File: src/rtl/pcap_stream_arbiter_if.sv
// Bundle of the per-port capture streams and the merged PCAP output stream.
// The arbiter connects through the slave modport; the traffic environment
// (port capture logic and PCAP writer) connects through the master modport.
interface pcap_stream_arbiter_if #(
    parameter int unsigned PORTS      = 2,
    parameter int unsigned DATA_WIDTH = 8,
    parameter int unsigned ID_WIDTH   = 1
);
    logic [PORTS*DATA_WIDTH-1:0] s_axis_tdata;
    logic [PORTS-1:0]            s_axis_tvalid;
    logic [PORTS-1:0]            s_axis_tready;
    logic [PORTS-1:0]            s_axis_tlast;
    logic [PORTS-1:0]            s_axis_tuser;

    logic [DATA_WIDTH-1:0]       m_axis_tdata;
    logic                        m_axis_tvalid;
    logic                        m_axis_tready;
    logic                        m_axis_tlast;
    logic                        m_axis_tuser;
    logic [ID_WIDTH-1:0]         m_axis_tid;

    modport slave (
        input  s_axis_tdata, s_axis_tvalid, s_axis_tlast, s_axis_tuser, m_axis_tready,
        output s_axis_tready, m_axis_tdata, m_axis_tvalid, m_axis_tlast, m_axis_tuser, m_axis_tid
    );

    modport master (
        output s_axis_tdata, s_axis_tvalid, s_axis_tlast, s_axis_tuser, m_axis_tready,
        input  s_axis_tready, m_axis_tdata, m_axis_tvalid, m_axis_tlast, m_axis_tuser, m_axis_tid
    );
endinterface

File: src/rtl/pcap_stream_arbiter.sv
// Frame-granular round-robin arbiter: merges PORTS byte streams onto one
// registered PCAP output, tagging each beat with its source port index.
// A port keeps the grant from its first beat through its tlast beat.
module pcap_stream_arbiter #(
    parameter int unsigned PORTS      = 2,
    parameter int unsigned DATA_WIDTH = 8,
    parameter int unsigned ID_WIDTH   = 1
) (
    input  logic                 clk,
    input  logic                 rst,
    pcap_stream_arbiter_if.slave axis,
    output logic                 busy
);

    if (PORTS < 2) begin : g_chk_ports
        $error("pcap_stream_arbiter: PORTS must be at least 2");
    end
    if ((64'd1 << ID_WIDTH) < 64'(PORTS)) begin : g_chk_id
        $error("pcap_stream_arbiter: ID_WIDTH too narrow for PORTS");
    end

    typedef enum logic [0:0] {
        IDLE = 1'b0,
        BUSY = 1'b1
    } state_t;

    state_t                state_q, state_d;
    logic [ID_WIDTH-1:0]   grant_q, grant_d;
    logic [ID_WIDTH-1:0]   last_grant_q, last_grant_d;

    logic [DATA_WIDTH-1:0] tdata_q, tdata_d;
    logic                  tlast_q, tlast_d;
    logic                  tuser_q, tuser_d;
    logic [ID_WIDTH-1:0]   tid_q, tid_d;
    logic                  tvalid_q, tvalid_d;

    logic [DATA_WIDTH-1:0] sel_tdata;
    logic                  sel_tvalid;
    logic                  sel_tlast;
    logic                  sel_tuser;

    logic [ID_WIDTH-1:0]   rr_pick;
    int unsigned           rr_best;

    logic [PORTS-1:0]      s_tready;
    logic                  room;
    logic                  load;

    // Round-robin pick: the valid port at the smallest rotational distance
    // after last_grant wins (distance 0 is last_grant+1).
    always_comb begin
        rr_pick = '0;
        rr_best = PORTS;
        for (int unsigned p = 0; p < PORTS; p++) begin
            if (axis.s_axis_tvalid[p] &&
                (((p + PORTS - 32'(last_grant_q) - 1) % PORTS) < rr_best)) begin
                rr_best = (p + PORTS - 32'(last_grant_q) - 1) % PORTS;
                rr_pick = ID_WIDTH'(p);
            end
        end
    end

    // Mux the granted port's stream onto the shared datapath.
    always_comb begin
        sel_tdata  = '0;
        sel_tvalid = 1'b0;
        sel_tlast  = 1'b0;
        sel_tuser  = 1'b0;
        for (int unsigned p = 0; p < PORTS; p++) begin
            if (ID_WIDTH'(p) == grant_q) begin
                sel_tdata  = axis.s_axis_tdata[p*DATA_WIDTH +: DATA_WIDTH];
                sel_tvalid = axis.s_axis_tvalid[p];
                sel_tlast  = axis.s_axis_tlast[p];
                sel_tuser  = axis.s_axis_tuser[p];
            end
        end
    end

    // Next-state, ready generation and output-register update.
    always_comb begin
        state_d      = state_q;
        grant_d      = grant_q;
        last_grant_d = last_grant_q;
        tdata_d      = tdata_q;
        tlast_d      = tlast_q;
        tuser_d      = tuser_q;
        tid_d        = tid_q;
        tvalid_d     = tvalid_q;
        s_tready     = '0;

        // Single output stage, no skid: accept only if it is empty or draining.
        room = !tvalid_q || axis.m_axis_tready;
        load = (state_q == BUSY) && room && sel_tvalid;

        for (int unsigned p = 0; p < PORTS; p++) begin
            if ((state_q == BUSY) && (ID_WIDTH'(p) == grant_q)) begin
                s_tready[p] = room;
            end
        end

        if (tvalid_q && axis.m_axis_tready) begin
            tvalid_d = 1'b0;
        end

        unique case (state_q)
            IDLE: begin
                if (|axis.s_axis_tvalid) begin
                    grant_d = rr_pick;
                    state_d = BUSY;
                end
            end
            BUSY: begin
                if (load) begin
                    tdata_d  = sel_tdata;
                    tlast_d  = sel_tlast;
                    tuser_d  = sel_tuser;
                    tid_d    = grant_q;
                    tvalid_d = 1'b1;
                    if (sel_tlast) begin
                        last_grant_d = grant_q;
                        state_d      = IDLE;
                    end
                end
            end
            default: state_d = IDLE;
        endcase
    end

    // State and output registers; reset drops any beat in flight.
    always_ff @(posedge clk) begin
        if (rst) begin
            state_q      <= IDLE;
            grant_q      <= '0;
            last_grant_q <= ID_WIDTH'(PORTS - 1);
            tdata_q      <= '0;
            tlast_q      <= 1'b0;
            tuser_q      <= 1'b0;
            tid_q        <= '0;
            tvalid_q     <= 1'b0;
        end else begin
            state_q      <= state_d;
            grant_q      <= grant_d;
            last_grant_q <= last_grant_d;
            tdata_q      <= tdata_d;
            tlast_q      <= tlast_d;
            tuser_q      <= tuser_d;
            tid_q        <= tid_d;
            tvalid_q     <= tvalid_d;
        end
    end

    assign axis.s_axis_tready = s_tready;
    assign axis.m_axis_tdata  = tdata_q;
    assign axis.m_axis_tvalid = tvalid_q;
    assign axis.m_axis_tlast  = tlast_q;
    assign axis.m_axis_tuser  = tuser_q;
    assign axis.m_axis_tid    = tid_q;
    assign busy               = (state_q == BUSY);

endmodule
File: src/flat_wrapper.sv
// flat-port wrapper written by rule: the top's interface ports become plain ports
module pcap_stream_arbiter_flat 
#(
    parameter int unsigned PORTS      = 2,
    parameter int unsigned DATA_WIDTH = 8,
    parameter int unsigned ID_WIDTH   = 1
)
  (clk, rst, busy, axis_s_axis_tdata, axis_s_axis_tvalid, axis_s_axis_tlast, axis_s_axis_tuser, axis_m_axis_tready, axis_s_axis_tready, axis_m_axis_tdata, axis_m_axis_tvalid, axis_m_axis_tlast, axis_m_axis_tuser, axis_m_axis_tid);
  pcap_stream_arbiter_if #(.PORTS(PORTS), .DATA_WIDTH(DATA_WIDTH), .ID_WIDTH(ID_WIDTH)) axis_i ();
  input  logic clk;
  input  logic rst;
  output logic busy;
  input wire logic [$bits(axis_i.s_axis_tdata)-1:0] axis_s_axis_tdata;
  input wire logic [$bits(axis_i.s_axis_tvalid)-1:0] axis_s_axis_tvalid;
  input wire logic [$bits(axis_i.s_axis_tlast)-1:0] axis_s_axis_tlast;
  input wire logic [$bits(axis_i.s_axis_tuser)-1:0] axis_s_axis_tuser;
  input wire logic [$bits(axis_i.m_axis_tready)-1:0] axis_m_axis_tready;
  output wire logic [$bits(axis_i.s_axis_tready)-1:0] axis_s_axis_tready;
  output wire logic [$bits(axis_i.m_axis_tdata)-1:0] axis_m_axis_tdata;
  output wire logic [$bits(axis_i.m_axis_tvalid)-1:0] axis_m_axis_tvalid;
  output wire logic [$bits(axis_i.m_axis_tlast)-1:0] axis_m_axis_tlast;
  output wire logic [$bits(axis_i.m_axis_tuser)-1:0] axis_m_axis_tuser;
  output wire logic [$bits(axis_i.m_axis_tid)-1:0] axis_m_axis_tid;
  assign axis_i.s_axis_tdata = axis_s_axis_tdata;
  assign axis_i.s_axis_tvalid = axis_s_axis_tvalid;
  assign axis_i.s_axis_tlast = axis_s_axis_tlast;
  assign axis_i.s_axis_tuser = axis_s_axis_tuser;
  assign axis_i.m_axis_tready = axis_m_axis_tready;
  assign axis_s_axis_tready = axis_i.s_axis_tready;
  assign axis_m_axis_tdata = axis_i.m_axis_tdata;
  assign axis_m_axis_tvalid = axis_i.m_axis_tvalid;
  assign axis_m_axis_tlast = axis_i.m_axis_tlast;
  assign axis_m_axis_tuser = axis_i.m_axis_tuser;
  assign axis_m_axis_tid = axis_i.m_axis_tid;
  pcap_stream_arbiter #(.PORTS(PORTS), .DATA_WIDTH(DATA_WIDTH), .ID_WIDTH(ID_WIDTH)) u_core (.clk(clk), .rst(rst), .axis(axis_i), .busy(busy));
endmodule
File: config.mk
export PLATFORM = sky130hd
export DESIGN_NAME = pcap_stream_arbiter_flat
export DESIGN_NICKNAME = d
export VERILOG_FILES = /design/src/rtl/pcap_stream_arbiter_if.sv /design/src/rtl/pcap_stream_arbiter.sv /design/src/flat_wrapper.sv
export SDC_FILE = /design/constraint.sdc
export NUM_CORES = 1
export LEC_CHECK = 0
export ABC_AREA = 1
export CAP_MARGIN = 20
export CORE_MARGIN = 2
export CORE_UTILIZATION = 37
export DETAILED_ROUTE_END_ITERATION = 16
export HOLD_SLACK_MARGIN = 0.1
export PLACE_DENSITY = 0.77
export SLEW_MARGIN = 15
export SYNTH_ARGS = -nofsm -noshare
export SYNTH_HDL_FRONTEND = slang
export SYNTH_SLANG_ARGS = --single-unit
File: constraint.sdc
create_clock -name clk -period 1.38 [get_ports clk]
set_input_delay 0.207 -clock clk [delete_from_list [all_inputs] [get_ports clk]]
set_output_delay 0.207 -clock clk [all_outputs]
set_load 0.01 [all_outputs]
After elaboration in Yosys (flattened, before gate mapping)

Cells that the tools add are included.

Logic and storage cells: 44
Input bits: 25
Register bits after elaboration: 15
Output and inout port bits: 15

Bitwise operators: 2
Multiplexer cells: 15
Add/subtract/negate cells: 4
$lt $le $gt $ge: 2
Reduce and logical (&&, ||, !) cells: 13

Operator list:

| cell                                                        | number |
|---|---|
| 2-to-1 mux 1 bit                                            | 12 |
| 2-to-1 mux 8 bit                                            | 1 |
| logical AND 1 bit                                           | 7 |
| AND reduction 2 bit                                         | 2 |
| AND reduction 3 bit                                         | 1 |
| less-than comparator 1 x 2 -> 1 bit                         | 1 |
| less-than comparator 1 x 2 -> 1 bit (second input constant) | 1 |
| 2-to-1 mux 2 bit                                            | 1 |
| inverter 1 bit                                              | 2 |
| case mux 1 bit (2 select lines)                             | 1 |
| OR reduction 2 bit                                          | 1 |
| subtractor 1 bit (first input constant)                     | 2 |
| subtractor 1 bit (second input constant)                    | 2 |
| logical NOT 1 bit                                           | 1 |
| logical OR 1 bit                                            | 1 |

Logic depth before layout (Yosys ltp)

Depth after elaboration: 8
Mapped depth: 8
Gate-level depth less buffers: 7

Least setup slack after synthesis

Ideal clock, no wire load.

Path kind: reg2reg
Start point: register u_core.state_q (netlist: u_core.busy)
End point: register u_core.tdata_q[0] (netlist: u_core.axis.m_axis_tdata[0])
Path slack: 295 ps
Buffers on the path: 1
Cell stages (with the launch flop): 7
Required time: 1267 ps
Period minus slack after synthesis: 1085 ps
Arrival: 972 ps
Cells stage by stage: dfxtp_1 inv_2 a21oi_4 nand2_4 buf_6 o21ai_1 nor2_1

Cells in the longest elaborated chain, start to end: 3

RTL lines:

| element                                  | RTL line                   | RTL |
|---|---|---|
| start: declaration                       | pcap_stream_arbiter.sv:27  | `state_t state_q, state_d;` |
| start signal: assignment                 | pcap_stream_arbiter.sv:141 | `state_q <= state_d;` |
| logical AND 1 bit (2 in a row)           | pcap_stream_arbiter.sv:93  | `load = (state_q == BUSY) && room && sel_tvalid;` |
| AND reduction 2 bit (no source line) (*) | --                         |  |
| end signal: assignment                   | pcap_stream_arbiter.sv:144 | `tdata_q <= tdata_d;` |
| end: declaration                         | pcap_stream_arbiter.sv:31  | `logic [DATA_WIDTH-1:0] tdata_q, tdata_d;` |

Mark *: on every way between the ends. The rest lies on a longest branch, timed or not.
A chain may end at the register's enable or synchronous reset.

Worst setup path after layout

Start point: register u_core.tdata_q[6] (netlist: u_core.axis.m_axis_tdata[6])
End point: output port axis_m_axis_tdata[6]

RTL lines:

| element          | RTL line           | RTL |
|---|---|---|
| end: declaration | flat_wrapper.sv:19 | `output wire logic [$bits(axis_i.m_axis_tdata)-1:0] axis_m_axis_tdata;` |

No word-level cell between the ends.

==> results.json <==
{
  "globalRoute.totalOverflow": 0,
  "post_cts_buffers": 0,
  "rows": 16,
  "detail_route.iter0.violations": 4,
  "post-route-util": 0.655,
  "hold_path_class": "flip-flop to flip-flop",
  "worstReg2RegStart": "u_core.grant_q",
  "synth_seq_cells": 15,
  "cp_slowest_cell": "clkdlybuf4s50_1",
  "worst-path-buf-inv": 1,
  "clock_tree_from_tritoncts": "done",
  "route.detailed.drc": 0,
  "initial_antenna_violation_count": 0,
  "place_congestion": 0.738,
  "clk_latency_ns": 0.28,
  "cts_hold_repair.buffers": 0,
  "critical_path_peak_fanout": 2,
  "r2r_cells": 7,
  "slew_headroom": 0.823,
  "route.vias.total": 839,
  "critical-path-top-delay-family": "buffers and inverters",
  "combinationalPowerShare": 0.304,
  "antenna_left": 0,
  "grt_pass1_wl_um": 3470,
  "power_density_over_the_cells_mw_per_mm2": 839,
  "detailed_place.area_mm2": 0.00123,
  "cts.reportedPaths.clkPinSlew_ns": 0.09,
  "cellInternalPower_mw": 0.756,
  "initial_utilization": 0.386,
  "netSwitchingFraction": 0.284,
  "cts_repair_resize_count": 13,
  "buffer_type_at_the_clock_tree_root": "clkbuf_4",
  "syn-mean-instance-area_um2": 6.93,
  "nets_final": 185,
  "routed_wirelength_um": 1950,
  "numPortBuffers": 39,
  "critical_path_arrival_ns": 1.14,
  "finalNonFillerCells": 186,
  "multi_input_area_um2": 383,
  "dr.pass1.iters": 4,
  "finalWorstSetupSlack_ns": 0.0317,
  "synth_seq_area_share": 0.405,
  "global_route.usage.total": 0.184,
  "design.die.area_mm2": 0.00238,
  "synth_cell_types": 18,
  "finalPower_mw": 1.06,
  "finalHoldViolCount": 0,
  "r2r-end": "u_core.axis.m_axis_tid",
  "timing.setup.tns_ns": 0,
  "vdd_ir_drop_max_mv": 0.568,
  "power.switching_mw": 0.300,
  "area_delta_synth_final_pct": 69.6,
  "postLayoutCellArea_mm2": 0.00126,
  "tritoncts_num_sinks": 15,
  "fin_worst_hold_slack_ns": 0.471,
  "timing.critical_path.slowest_cell_delay_ns": 0.54,
  "final_layout_size_suffix_gt1_frac": 0.189,
  "final-setup-viol-count": 0,
  "startpoint_type": "flip-flop",
  "share_seq_of_total_power": 0.459,
  "n_antenna_cell": 0,
  "timing.critical_path.from": "u_core.axis.m_axis_tdata[6]",
  "period_share": 0.977,
  "final.setup_skew_ns": 0.00303,
  "worst-slew-pin-transition_ns": 0.265,
  "final_max_slew_viol_count": 0,
  "ios": 40,
  "grt_max_degree": 15,
  "fillerInstances": 185,
  "synth_warnings": 0,
  "cap_viol_max_count": 0,
  "max_frequency_mhz": 742,
  "path_class": "flip-flop to output pin",
  "grt_setup_unrepaired": "false",
  "mappedNetlistNets": 132,
  "cp.depth": 1,
  "crit_chain": "clkdlybuf4s50_1",
  "standby_leakage_power_nw": 0.674,
  "ff2ff_setup_slack_ns": 0.15,
  "finalCriticalPeriod_ns": 1.35,
  "place_ws_ns": -0.305,
  "register_area_um2": 302,
  "route.detailed.vias_per_inst": 4.51,
  "placeableCoreArea_mm2": 0.00192,
  "cts-htree-levels": 1,
  "critPathCapture": "axis_m_axis_tdata[6]",
  "detailed_place_hpwl_um": 1510,
  "cts_buffer_depth": 2,
  "status": "completed",
  "cp_data_required_time_ns": 1.17,
  "floorplan.die.height_um": 48.8,
  "cts-buffers-inserted": 3,
  "post_synth_inst_count": 107,
  "power.clock.fraction": 0.237,
  "syn-cell-area_um2": 742,
  "place_inst": 182,
  "wl_per_cell_um": 10.5,
  "die_w_um": 48.8,
  "via_count_of_the_first_global_routing_pass": 817,
  "endpoint_kind": "output pin"
}
[cell type report]
type                            instances  area share
Timing Repair Buffer                   52       0.390
Tap cell                               27      0.0268
Inverter                                5      0.0189
Sequential cell                        15       0.240
Clock buffer                            4      0.0209
Multi-Input combinational cell         83       0.304
[cells in the mapped netlist, drive strengths merged]
library cell  count  area (um^2)
nand3             3         15.0
a21oi             6         45.1
nand2            43          191
buf               4         35.0
dfxtp            15          300
o21ai            10         50.0
nand4             1         6.26
nor2             20         75.1
inv               5         23.8
[cells in the final DEF, fill, tap and decap left out, types with 2 or more instances in the layout]
cell and n:
dlymetal6s2s_1 6, dlygate4sd2_1 5, clkdlybuf4s50_1 26, buf_2 2, o21ai_1 7, inv_2 2, a21oi_1 4, buf_4 12
clkbuf_4 3, o21ai_0 3, nand2_4 3, nand3_1 3, dfxtp_1 14, nand2_2 3, nor2_1 20, nand2_1 37
inv_1 2
[power groups by stage]
stage | combinational [mW] | sequential [mW] | clock [mW]
2_1_floorplan | 0.137 | 0.508 | 0
3_3_place_gp | 0.330 | 0.494 | 0
3_5_place_dp | 0.336 | 0.495 | 0
4_1_cts | 0.327 | 0.484 | 0.261
5_1_grt | 0.356 | 0.489 | 0.275
6_report | 0.321 | 0.484 | 0.250
[worst min-delay path by stage]
stage                                           to  slack (ns)  cells after the start                startpoint
after floorplan             u_core.axis.m_axis_tid        0.27                      1                       rst
after global placement         u_core.last_grant_q        0.45                      2       u_core.last_grant_q
after detailed placement  u_core.axis.m_axis_tlast        0.46                      2  u_core.axis.m_axis_tlast
after CTS                 u_core.axis.m_axis_tlast        0.47                      2  u_core.axis.m_axis_tlast
after global routing        u_core.axis.m_axis_tid        0.49                      2    u_core.axis.m_axis_tid
final                     u_core.axis.m_axis_tlast        0.47                      2  u_core.axis.m_axis_tlast
[registers in the layout (all words and copies together), names as in the netlist]
register / cells
u_core.axis.m_axis_tdata: 8
u_core.axis.m_axis_tid: 1
u_core.axis.m_axis_tlast: 1
u_core.axis.m_axis_tuser: 1
u_core.axis.m_axis_tvalid: 1
u_core.busy: 1
u_core.grant_q: 1
u_core.last_grant_q: 1
[cell families (layout without fill, tap and decap cells)]
logic type | Yosys count | after routing | share of synthesized area
AOI/OAI and AO/OA | 16 | 16 | 0.128
buffers and inverters | 9 | 61 | 0.0793
DFF | 15 | 15 | 0.405
and+or+nand+nor | 67 | 67 | 0.388
[metal layers]
| metal | GRT usage | wire length [um] | up-vias |
|---|---|---|---|
| li1 | - | - | 444 |
| met1 | 0.202 | 841 | 370 |
| met2 | 0.338 | 983 | 23 |
| met3 | 0.0368 | 96 | 2 |
| met4 | 0.0857 | 27 | 0 |
| met5 | 0 | 0 | - |
No activity file was read; power rests on OpenSTA's default activity.
